<file path="config.mk">
export PLATFORM = sky130hd
export DESIGN_NAME = ycc_to_rgb_upsampler
export DESIGN_NICKNAME = d
export VERILOG_FILES = /design/src/rtl/ycc_to_rgb_upsampler.sv
export SDC_FILE = /design/constraint.sdc
export NUM_CORES = 1
export LEC_CHECK = 0
export CAP_MARGIN = 5
export CELL_PAD_IN_SITES_DETAIL_PLACEMENT = 0
export CELL_PAD_IN_SITES_GLOBAL_PLACEMENT = 1
export CORE_MARGIN = 2
export CORE_UTILIZATION = 35
export DETAILED_ROUTE_END_ITERATION = 8
export HOLD_SLACK_MARGIN = 0.05
export PLACE_DENSITY = 0.72
export SLEW_MARGIN = 20
export SYNTH_ARGS = -nofsm -noshare
export SYNTH_HDL_FRONTEND = slang
export SYNTH_SLANG_ARGS = --single-unit
export TNS_END_PERCENT = 100
</file>
<file path="constraint.sdc">
create_clock -name clk -period 9.3 [get_ports clk]
set_clock_uncertainty 0.1 [all_clocks]
set_input_delay 1.395 -clock clk [delete_from_list [all_inputs] [get_ports clk]]
set_output_delay 1.395 -clock clk [all_outputs]
set_load 0.005 [all_outputs]
</file>
<file path="src/rtl/ycc_to_rgb_upsampler.sv">
// 4:2:0 block to RGB pixel stream: one 2x2 block in, 4 RGB pixels out (UL,UR,DL,DR); pixel 0 one cycle after accept.
// Output held stable under out_ready backpressure; next block accepted only on the last pixel's handshake.
module ycc_to_rgb_upsampler #(
  parameter int ROUND_EN  = 1,
  parameter int BLK_CNT_W = 16
) (
  input  logic                 clk,
  input  logic                 rst_n,
  input  logic                 in_valid,
  output logic                 in_ready,
  input  logic [31:0]          in_y,
  input  logic [15:0]          in_cbcr,
  output logic                 out_valid,
  input  logic                 out_ready,
  output logic [23:0]          out_rgb,
  output logic [1:0]           out_idx,
  output logic                 out_last,
  output logic [BLK_CNT_W-1:0] blk_count
);

  localparam logic ST_IDLE = 1'b0;
  localparam logic ST_EMIT = 1'b1;
  localparam logic signed [19:0] RND = (ROUND_EN != 0) ? 20'sd64 : 20'sd0;

  logic                 state_q, state_d;
  logic [23:0]          y_q, y_d;       // luma of pixels 1..3; pixel 0 is converted at accept
  logic [15:0]          cbcr_q, cbcr_d;
  logic [1:0]           idx_q, idx_d;
  logic [23:0]          rgb_q, rgb_d;
  logic [BLK_CNT_W-1:0] blk_q, blk_d;
  logic [7:0]           y_next;
  logic                 accept, fire;

  function automatic logic [7:0] clamp8(input logic signed [19:0] x);
    if (x < 20'sd0)        return 8'd0;
    else if (x > 20'sd255) return 8'd255;
    else                   return x[7:0];
  endfunction

  function automatic logic [23:0] conv(input logic [7:0] y, input logic [7:0] cb, input logic [7:0] cr);
    logic signed [19:0] d, u, v, r, g, b;
    d = $signed({12'd0, y})  - 20'sd16;
    u = $signed({12'd0, cb}) - 20'sd128;
    v = $signed({12'd0, cr}) - 20'sd128;
    r = (20'sd149 * d + 20'sd204 * v + RND) >>> 7;
    g = (20'sd149 * d - 20'sd50 * u - 20'sd104 * v + RND) >>> 7;
    b = (20'sd149 * d + 20'sd258 * u + RND) >>> 7;
    return {clamp8(b), clamp8(g), clamp8(r)};
  endfunction

  assign out_valid = (state_q == ST_EMIT);
  assign out_rgb   = rgb_q;
  assign out_idx   = idx_q;
  assign out_last  = out_valid && (idx_q == 2'd3);
  assign blk_count = blk_q;
  // Combinational out_ready path lets the next block land with no bubble.
  assign in_ready  = !out_valid || (out_ready && (idx_q == 2'd3));
  assign accept    = in_valid && in_ready;
  assign fire      = out_valid && out_ready;

  always_comb begin
    case (idx_q)
      2'd0:    y_next = y_q[7:0];
      2'd1:    y_next = y_q[15:8];
      default: y_next = y_q[23:16];
    endcase
  end

  always_comb begin
    state_d = state_q;
    y_d     = y_q;
    cbcr_d  = cbcr_q;
    idx_d   = idx_q;
    rgb_d   = rgb_q;
    blk_d   = blk_q;
    if (fire) begin
      if (idx_q == 2'd3) begin
        blk_d   = blk_q + {{(BLK_CNT_W-1){1'b0}}, 1'b1};
        state_d = ST_IDLE;
        idx_d   = 2'd0;
      end else begin
        idx_d = idx_q + 2'd1;
        rgb_d = conv(y_next, cbcr_q[7:0], cbcr_q[15:8]);
      end
    end
    if (accept) begin
      y_d     = in_y[31:8];
      cbcr_d  = in_cbcr;
      state_d = ST_EMIT;
      idx_d   = 2'd0;
      rgb_d   = conv(in_y[7:0], in_cbcr[7:0], in_cbcr[15:8]);
    end
  end

  always_ff @(posedge clk or negedge rst_n) begin
    if (!rst_n) begin
      state_q <= ST_IDLE;
      y_q     <= '0;
      cbcr_q  <= '0;
      idx_q   <= '0;
      rgb_q   <= '0;
      blk_q   <= '0;
    end else begin
      state_q <= state_d;
      y_q     <= y_d;
      cbcr_q  <= cbcr_d;
      idx_q   <= idx_d;
      rgb_q   <= rgb_d;
      blk_q   <= blk_d;
    end
  end

endmodule
</file>
After elaboration in Yosys (flattened, before gate mapping)
Index checks and enable logic that the tools add are counted.

Reduce and logical (&&, ||, !) cells: 12. Equal/unequal tests: 3. Magnitude comparators: 12. Add/subtract/negate cells: 22. $mul: 10. Multiplexer cells: 22.

Operator list (number): $mux W8 (12); $add A20 B8 Y20 const B (4); $gt A13 B9 Y1 const B (6); $lt A13 B1 Y1 const B (6); $mul A9 B9 Y18 const A (4); $mux W24 (3); $add A18 B19 Y20 (2); $add A19 B8 Y20 const B (2); $sub A19 B17 Y20 (2); $add A18 B18 Y19 (2); $sub A18 B16 Y19 (2); $sub A8 B8 Y9 const B (4); $mul A7 B9 Y16 const A (2); $mul A6 B9 Y15 const A (2); $mul A5 B9 Y14 const A (2); $sub A8 B5 Y9 const B (2); $add A16 B1 Y16 const B (1); $pmux W8 S2 (1); $mux W2 (3); $reduce_and A2 Y1 (3); $logic_and A1 B1 Y1 (4); $reduce_bool A2 Y1 (2); $mux W1 (3); $add A2 B1 Y2 const B (1); 6 further kinds (6).

Output and inout bits: 45. Flip-flop bits (word level): 83. Logic and storage cells: 87.

Depth between registers and ports, before layout
Gate-level depths: netlist of the first run.

Word-level depth: 13. Mapped depth: 37. Depth with buffers taken out: 36.

Worst setup path after synthesis of the first run
Ideal clock, no wire load.

Path type: input -> register. Start point: input port in_y[4]. End point: register rgb_q[10], in the netlist out_rgb[10]. Data required time: 9.059 ns. Slack: 0.969 ns. Stages on the path: 30. Buffers on the path: 0. Arrival time: 8.089 ns. Setup time: 0.141 ns. Path through: inv_1 > ha_1 > inv_1 > ha_1 > ha_1 > inv_1 > fa_1 > fa_1 > inv_1 > ha_1 > ha_1 > a21o_1 > a21oi_1 > o21ai_0 > a21oi_1 > o21ai_0 > a21oi_1 > o21ai_0 > o211a_1 > nor4_1 > fa_1 > ha_1 > ha_1 > or2_2 > a21oi_1 > o21ai_0 > or4_1 > a21o_1 > o211ai_1 > a31oi_1.

Word-level cells in the longest chain between the ends: 9. Elaborated cells on any way between the ends: 10.

RTL lines: from (decl) (line 11) `input logic [31:0] in_y,`; $sub A8 B5 Y9 * (line 42) `d = $signed({12'd0, y}) - 20'sd16;`; $mul A9 B9 Y18 * (line 46) `g = (20'sd149 * d - 20'sd50 * u - 20'sd104 * v + RND) >>> 7;`; $sub A18 B16 Y19 * (line 46); $sub A19 B17 Y20 * (line 46); $add A20 B8 Y20 * (line 46); $gt A13 B9 Y1 (line 36) `else if (x > 20'sd255) return 8'd255;`; $mux W8 (line 36); $mux W8 * (line 35) `if (x < 20'sd0) return 8'd0;`; $mux W24 * (line 86) `if (accept) begin`; to (signal assigned) (line 108) `rgb_q <= rgb_d;`; to (decl) (line 29) `logic [23:0] rgb_q, rgb_d;`.

Mark *: on every way between the ends. The rest lies on a longest branch, timed or not. A chain may end at the register's enable or synchronous reset.

Worst setup path in the final report of the first run
Start point: input port in_y[4]. End point: register rgb_q[14], in the netlist out_rgb[14].

Same word-level chain as after synthesis.

==> impl_metrics.json, run 1 <==
{
  "slowest_stage": "fa_1",
  "chipWidth_um": 230.5,
  "drv_cap": 0,
  "rows": 83,
  "cts_root_buf": "clkbuf_16",
  "cts_repair_resize_count": 0,
  "portBuffers": 96,
  "period_minus_slack_ps": 8828,
  "synth_area_um2": 17950,
  "drt-vias-per-instance": 4.933,
  "critPathKind": "input port to flip-flop",
  "antenna_found_initial": 0,
  "clock_latency_ps": 360,
  "synthesis.nets": 2716,
  "postRouteAntennaNets": 0,
  "max_stage_delay_ps": 530,
  "drive_above_1_share": 0.03583,
  "ys_async_sr_fraction": 1.000,
  "post_dp_cell_area_um2": 19840,
  "critPathMostFrequentCell": "ha_1",
  "finalHoldViolations": 0,
  "crit_required_ps": 9450,
  "synth-edff-count": 0,
  "slew_viol_final": 0,
  "slew_headroom": 0.4492,
  "diodes": 0,
  "start_kind": "input port",
  "fin_nets": 2825,
  "final_cell_mix": "486 x ha_1, 373 x inv_1, 178 x nand2_1, 113 x nor2_1, 112 x fa_1",
  "grt_pass1_wl_um": 73510,
  "num_io_pins": 97,
  "max_freq_mhz": 113.3,
  "clock_sinks": 83,
  "setup_viol": 0,
  "die_area_um2": 53130,
  "vias": 14095,
  "grt_usage": 0.1723,
  "design_area_um2": 20140,
  "path_clk_slew_ps": 60,
  "cts.htree.levels": 3,
  "dp_hpwl_um": 39130,
  "tightest_slew_ps": 817.6,
  "yosysSeqAreaShare": 0.1157,
  "cp-end-kind": "flip-flop",
  "initial_core_util": 0.3521,
  "grt_max_degree": 76,
  "yosys_register_bits": 83,
  "critPathMaxFanout": 6,
  "finalCritPeriodShare": 0.9492,
  "min_path_type": "flip-flop to flip-flop",
  "die_h_um": 230.5,
  "cp.arrival_ps": 8980,
  "post_cts_buffers": 0,
  "first_iter_violations": 617,
  "cts.path.max_buffers": 2,
  "cts_tree": "done",
  "first_global_vias": 14268,
  "overflow": 0,
  "wl_per_cell_um": 15.57,
  "syn_to_final_growth_pct": 12.19,
  "detail_route.drc_violations": 0,
  "yosysUniqueCellTypes": 80,
  "gp_congestion": 0.8668,
  "syn_avg_cell_area_um2": 8.699,
  "firstDrtPassIters": 5,
  "critPathTopFamily": "adder cells",
  "cts-hold-fix-buffers": 0,
  "coreArea_um2": 50990,
  "rsz0062_at_grt": "false",
  "outcome": "complete, no violations",
  "yosys_warnings": 0,
  "synthCells": 2064,
  "cts_buffers": 9,
  "wl_um": 44480,
  "mostFrequentLayoutCell": "ha_1",
  "synth_top_flop_cell": "dfrtp_1",
  "fin_tns_setup_ps": 0,
  "cp_num_buf_inv": 6
}
## worst paths after layout
check,from,endpoint,slack (ps),cells after the start
worst min register to register,y_q[17]$_DFFE_PN0P_,y_q[17]$_DFFE_PN0P_,370,2
worst min-delay path,y_q[17]$_DFFE_PN0P_,y_q[17]$_DFFE_PN0P_,370,2
max in group asynchronous,rst_n,out_rgb[3]$_DFFE_PN0P_,7420,2
worst max-delay path,in_y[4],out_rgb[14]$_DFFE_PN0P_,470,31
worst max register to register,out_idx[0]$_DFFE_PN0P_,out_rgb[14]$_DFFE_PN0P_,630,34
min in group asynchronous,rst_n,blk_count[15]$_DFFE_PN0P_,750,1
## metal layers
metal  GRT usage  part of all wire
met5           0                 0
met2      0.3125              0.50
met3    0.008152             0.015
met1      0.2183              0.46
met4     0.05665             0.029
## sequential cells by signal, summed over array words and instances (netlist names)
register   flops
out_idx        2
cbcr_q        16
out_rgb       24
blk_count     16
out_valid      1
y_q           24
## tightest hold or removal path: cells and delay by family, from the launching register on
| family | cells | cell delay (ps) |
|---|---|---|
| flops | 1 | 330 |
| simple gates | 2 | 110 |
## cell usage after synthesis (17+ instances only)
cell type	count	share of area
nor2_1	113	0.024
a31oi_1	25	0.0087
nor3_1	17	0.0047
fa_1	112	0.12
xnor2_1	100	0.049
o21bai_1	22	0.0092
and3_1	18	0.0063
dfrtp_1	83	0.12
o21a_1	17	0.0071
o211ai_1	22	0.0092
xor2_1	38	0.019
inv_1	373	0.078
nand3_1	26	0.0072
a21o_1	38	0.016
nor2b_1	23	0.0080
o21ai_0	84	0.023
a21oi_1	86	0.024
nand2_1	178	0.037
ha_1	488	0.34
## layout make-up
class	instances	area, um2
Fill cell	5131	30850
Multi-Input combinational cell	1590	14420
Sequential cell	83	2077
Inverter	373	1400
Timing Repair Buffer	116	1112
Tap cell	680	850.8
Clock buffer	9	225.2
Clock inverter	6	55.05
## metrics by stage
stage                     hold WS, ps  worst slack (ps)    util  instances
final                           371.4             472.4  0.3950       2857
after global routing            390.4             5.258  0.3950       2857
after CTS                       370.9             202.1  0.3945       2857
after detailed placement        354.7             76.93  0.3890       2842
after global placement          353.2             184.1  0.3890       2842
after floorplan                 338.0             969.2       -       2064
## kinds of logic (layout without fill, tap and decap cells)
| group | after synthesis | count (layout) | share of synthesized area |
|---|---|---|---|
| fa+ha+maj | 600 | 600 | 0.4649 |
| simple gates | 456 | 456 | 0.1201 |
| buf+inv | 391 | 504 | 0.08237 |
| compound gates | 389 | 389 | 0.1454 |
| xor+xnor | 138 | 138 | 0.06732 |
| flops | 83 | 83 | 0.1157 |
| mux | 7 | 7 | 0.004181 |
Power of run 1 is left out: the tool's default activity adds up to more than one toggle a clock period on the data nets, which glitch-free logic cannot reach.
==> run 2, diff against run 1 <==
--- a/config.mk
+++ b/config.mk
@@ -13,6 +13,7 @@
 export DETAILED_ROUTE_END_ITERATION = 8
 export HOLD_SLACK_MARGIN = 0.05
 export PLACE_DENSITY = 0.72
+export SETUP_SLACK_MARGIN = 0.2
 export SLEW_MARGIN = 20
 export SYNTH_ARGS = -nofsm -noshare
 export SYNTH_HDL_FRONTEND = slang
==> impl_metrics.json, run 2 (synthesis gave the netlist of run 1 again) <==
{
  "clock_latency_ps": 360,
  "clock_sinks": 83,
  "grt_max_degree": 76,
  "max_stage_delay_ps": 540,
  "period_minus_slack_ps": 8645,
  "grt.busiest_layer": "met2",
  "finalHoldViolations": 0,
  "vias": 14097,
  "cts.htree.levels": 3,
  "critPathMaxFanout": 8,
  "cp.arrival_ps": 8760,
  "firstDrtPassIters": 5,
  "syn_to_final_growth_pct": 12.39,
  "cts_tree": "done",
  "post_cts_buffers": 0,
  "drive_above_1_share": 0.03767,
  "cts.path.max_buffers": 2,
  "max_freq_mhz": 115.7,
  "die_h_um": 230.5,
  "cts_repair_resize_count": 0,
  "path_clk_slew_ps": 60,
  "overflow": 0,
  "critPathKind": "input port to flip-flop",
  "detail_route.drc_violations": 0,
  "outcome": "complete, no violations",
  "fin_tns_setup_ps": 0,
  "grt_util_met2": 0.3125,
  "fin_nets": 2825,
  "use_met3": 0.008152,
  "grt_usage": 0.1723,
  "diodes": 0,
  "cts_root_buf": "clkbuf_16",
  "initial_core_util": 0.3521,
  "postRouteAntennaNets": 0,
  "rsz0062_at_grt": "false",
  "grt_pass1_wl_um": 73510,
  "rows": 83,
  "first_global_vias": 14268,
  "final_util": 0.3958,
  "setup_viol": 0,
  "first_iter_violations": 542,
  "cts-hold-fix-buffers": 0,
  "cp-end-kind": "flip-flop",
  "min_path_type": "flip-flop to flip-flop",
  "slew_headroom": 0.4481,
  "mostFrequentLayoutCell": "ha_1",
  "final_cell_mix": "486 x ha_1, 373 x inv_1, 178 x nand2_1, 113 x nor2_1, 112 x fa_1",
  "antenna_found_initial": 0,
  "start_kind": "input port",
  "wl_per_cell_um": 15.60,
  "die_area_um2": 53130,
  "finalCritPeriodShare": 0.9296,
  "tightest_slew_ps": 819.2,
  "portBuffers": 96,
  "coreArea_um2": 50990,
  "critPathMostFrequentCell": "ha_1",
  "cts_buffers": 9,
  "slowest_stage": "fa_1",
  "final.fill_count": 5123,
  "chipWidth_um": 230.5,
  "drt-vias-per-instance": 4.934,
  "wl_um": 44560,
  "drv_cap": 0,
  "dp_hpwl_um": 39130,
  "grt.met1_usage": 0.2183,
  "num_io_pins": 97,
  "crit_required_ps": 9420,
  "gp_congestion": 0.8668,
  "slew_viol_final": 0
}
## run 2: layout make-up
cell class                      count  area [um2]  share of cell area
Clock inverter                      6       55.05            0.002728
Clock buffer                        9       225.2             0.01116
Timing Repair Buffer              116        1112             0.05512
Inverter                          373        1400             0.06938
Multi-Input combinational cell   1590       14460              0.7165
Sequential cell                    83        2077              0.1029
Tap cell                          680       850.8             0.04216
## run 2: worst paths after layout
path | slack, ps | end | depth (start not counted) | start
setup / recovery | 660 | out_rgb[9]$_DFFE_PN0P_ | 31 | in_y[4]
hold / removal | 370 | y_q[17]$_DFFE_PN0P_ | 2 | y_q[17]$_DFFE_PN0P_
setup reg to reg | 790 | out_rgb[14]$_DFFE_PN0P_ | 34 | out_idx[0]$_DFFE_PN0P_
hold reg to reg | 370 | y_q[17]$_DFFE_PN0P_ | 2 | y_q[17]$_DFFE_PN0P_
max in group asynchronous | 7430 | out_rgb[3]$_DFFE_PN0P_ | 2 | rst_n
min in group asynchronous | 740 | blk_count[15]$_DFFE_PN0P_ | 1 | rst_n
## run 2: layer usage
metal	routed length (um)	vias to the layer above
met1	20340	6650
met2	22200	155
met3	724	44
met4	1304	0
li1	-	7248
met5	0	-
## run 2: through the flow
stage / area (um2) / setup slack, ps / cells / hold WS [ps]
2_1_floorplan: 17950 / 969.2 / 2064 / 338.0
3_3_place_gp: 19840 / 184.1 / 2842 / 353.2
3_5_place_dp: 19840 / 76.93 / 2842 / 354.7
4_1_cts: 20120 / 202.1 / 2857 / 370.9
5_1_grt: 20180 / 203.3 / 2857 / 390.4
6_report: 20180 / 655.1 / 2857 / 371.5
## run 2: worst max-delay path: cells and delay by family
kind,cells,cell delay (ps)
xor gates and xnor gates,1,130
buffers and inverters,6,770
AOI/OAI and AO/OA,11,2070
adders and majority gates,10,3610
and+or+nand+nor,3,780
Power of run 2 is left out for the same reason.
==> run 3, diff against run 2 <==
--- a/config.mk
+++ b/config.mk
@@ -11,7 +11,8 @@
 export CORE_MARGIN = 2
 export CORE_UTILIZATION = 35
 export DETAILED_ROUTE_END_ITERATION = 8
-export HOLD_SLACK_MARGIN = 0.05
+export GPL_TIMING_DRIVEN = 0
+export HOLD_SLACK_MARGIN = 0.06
 export PLACE_DENSITY = 0.72
 export SETUP_SLACK_MARGIN = 0.2
 export SLEW_MARGIN = 20
==> impl_metrics.json, run 3 (synthesis gave the netlist of run 1 again) <==
{
  "chipWidth_um": 230.5,
  "final_cell_mix": "486 x ha_1, 373 x inv_1, 176 x nand2_1, 112 x fa_1, 110 x nor2_1",
  "critPathTopFamily": "adder cells",
  "initial_core_util": 0.3521,
  "wl_per_cell_um": 15.47,
  "period_minus_slack_ps": 8839,
  "critPathMaxFanout": 8,
  "detail_route.drc_violations": 0,
  "finalHoldViolations": 0,
  "overflow": 0,
  "cp-end-kind": "flip-flop",
  "die_area_um2": 53130,
  "fin_nets": 2827,
  "r2r-start": "out_idx[0]$_DFFE_PN0P_",
  "crit_required_ps": 9400,
  "cts_root_buf": "clkbuf_16",
  "max_stage_delay_ps": 550,
  "cp.arrival_ps": 8940,
  "finalWorstSetupSlack_ps": 461.4,
  "portBuffers": 96,
  "antenna_found_initial": 1,
  "drt-vias-per-instance": 4.955,
  "critPathMostFrequentCell": "inv_1",
  "dp_hpwl_um": 38790,
  "clock_latency_ps": 370,
  "crit_path_start": "in_y[4]",
  "tightest_slew_ps": 1072,
  "postRouteAntennaNets": 0,
  "cts_tree": "done",
  "slew_headroom": 0.2828,
  "firstDrtPassIters": 4,
  "gp_congestion": 0.8583,
  "syn_to_final_growth_pct": 13.06,
  "setup_viol": 0,
  "drive_above_1_share": 0.04128,
  "grt_pass1_wl_um": 73180,
  "grt_max_degree": 43,
  "outcome": "complete, no violations",
  "cp_num_buf_inv": 7,
  "final_util": 0.3981,
  "cts.htree.levels": 3,
  "min_from": "blk_count[15]$_DFFE_PN0P_",
  "rows": 83,
  "finalCritPeriodShare": 0.9504,
  "path_clk_slew_ps": 70,
  "vias": 14171,
  "num_io_pins": 97,
  "cts.path.max_buffers": 2,
  "drv_cap": 0,
  "start_kind": "input port",
  "cts_buffers": 9,
  "clock_sinks": 83,
  "slew_viol_final": 0,
  "rsz0062_at_grt": "false",
  "dpl_worst_slack_ps": -550.9,
  "max_freq_mhz": 113.1,
  "wl_um": 44230,
  "critPathKind": "input port to flip-flop",
  "first_global_vias": 14565,
  "first_iter_violations": 514,
  "grt_usage": 0.1715,
  "cts-hold-fix-buffers": 0,
  "die_h_um": 230.5,
  "mostFrequentLayoutCell": "ha_1",
  "coreArea_um2": 50990,
  "diodes": 0,
  "min_path_type": "flip-flop to flip-flop",
  "final.fill_count": 5156,
  "slowest_stage": "fa_1"
}
## run 3: what timing repair did
item                                    CTS  global route
buffers inserted                          0             2
endpoints found under the setup margin   12            24
pin swaps                                 0            10
gates resized for setup                  14            38
## run 3: metrics by stage
stage | hold WS, ps | setup TNS [ps] | cell area (um2) | std cells
after floorplan | 338.0 | 0 | 17950 | 2064
after global placement | 362.6 | -10680 | 19770 | 2840
after detailed placement | 366.7 | -5475 | 19800 | 2842
after CTS | 379.0 | 0 | 20170 | 2858
after global routing | 393.7 | 0 | 20300 | 2860
final | 378.6 | 0 | 20300 | 2860
## run 3: layout make-up
class | instances | area, um2 | share of cell area
inverters | 373 | 1400 | 0.06897
repair buffers | 100 | 1001 | 0.04931
plain buffers | 18 | 78.83 | 0.003883
multi-input cells | 1590 | 14570 | 0.7179
clock inverters | 7 | 92.59 | 0.004561
clock buffers | 9 | 225.2 | 0.01109
flip-flops and latches | 83 | 2078 | 0.1024
well taps | 680 | 850.8 | 0.04191
## run 3: metal layers
layer  vias to the layer above  share of wire  track usage
li1                       7222              -            -
met1                      6749           0.45       0.2095
met2                       129           0.49       0.3107
met3                        69          0.016      0.01075
met4                         2          0.042      0.07379
met5                         -        0.00025            0
## run 3: worst paths after layout
check | to | slack (ps) | depth (start not counted)
max | out_rgb[11]$_DFFE_PN0P_ | 460 | 32
min | blk_count[15]$_DFFE_PN0P_ | 380 | 1
max reg2reg | out_rgb[14]$_DFFE_PN0P_ | 770 | 35
min reg2reg | blk_count[15]$_DFFE_PN0P_ | 380 | 1
max in group asynchronous | out_rgb[14]$_DFFE_PN0P_ | 7530 | 2
min in group asynchronous | y_q[7]$_DFFE_PN0P_ | 930 | 1
Power of run 3 is left out for the same reason.
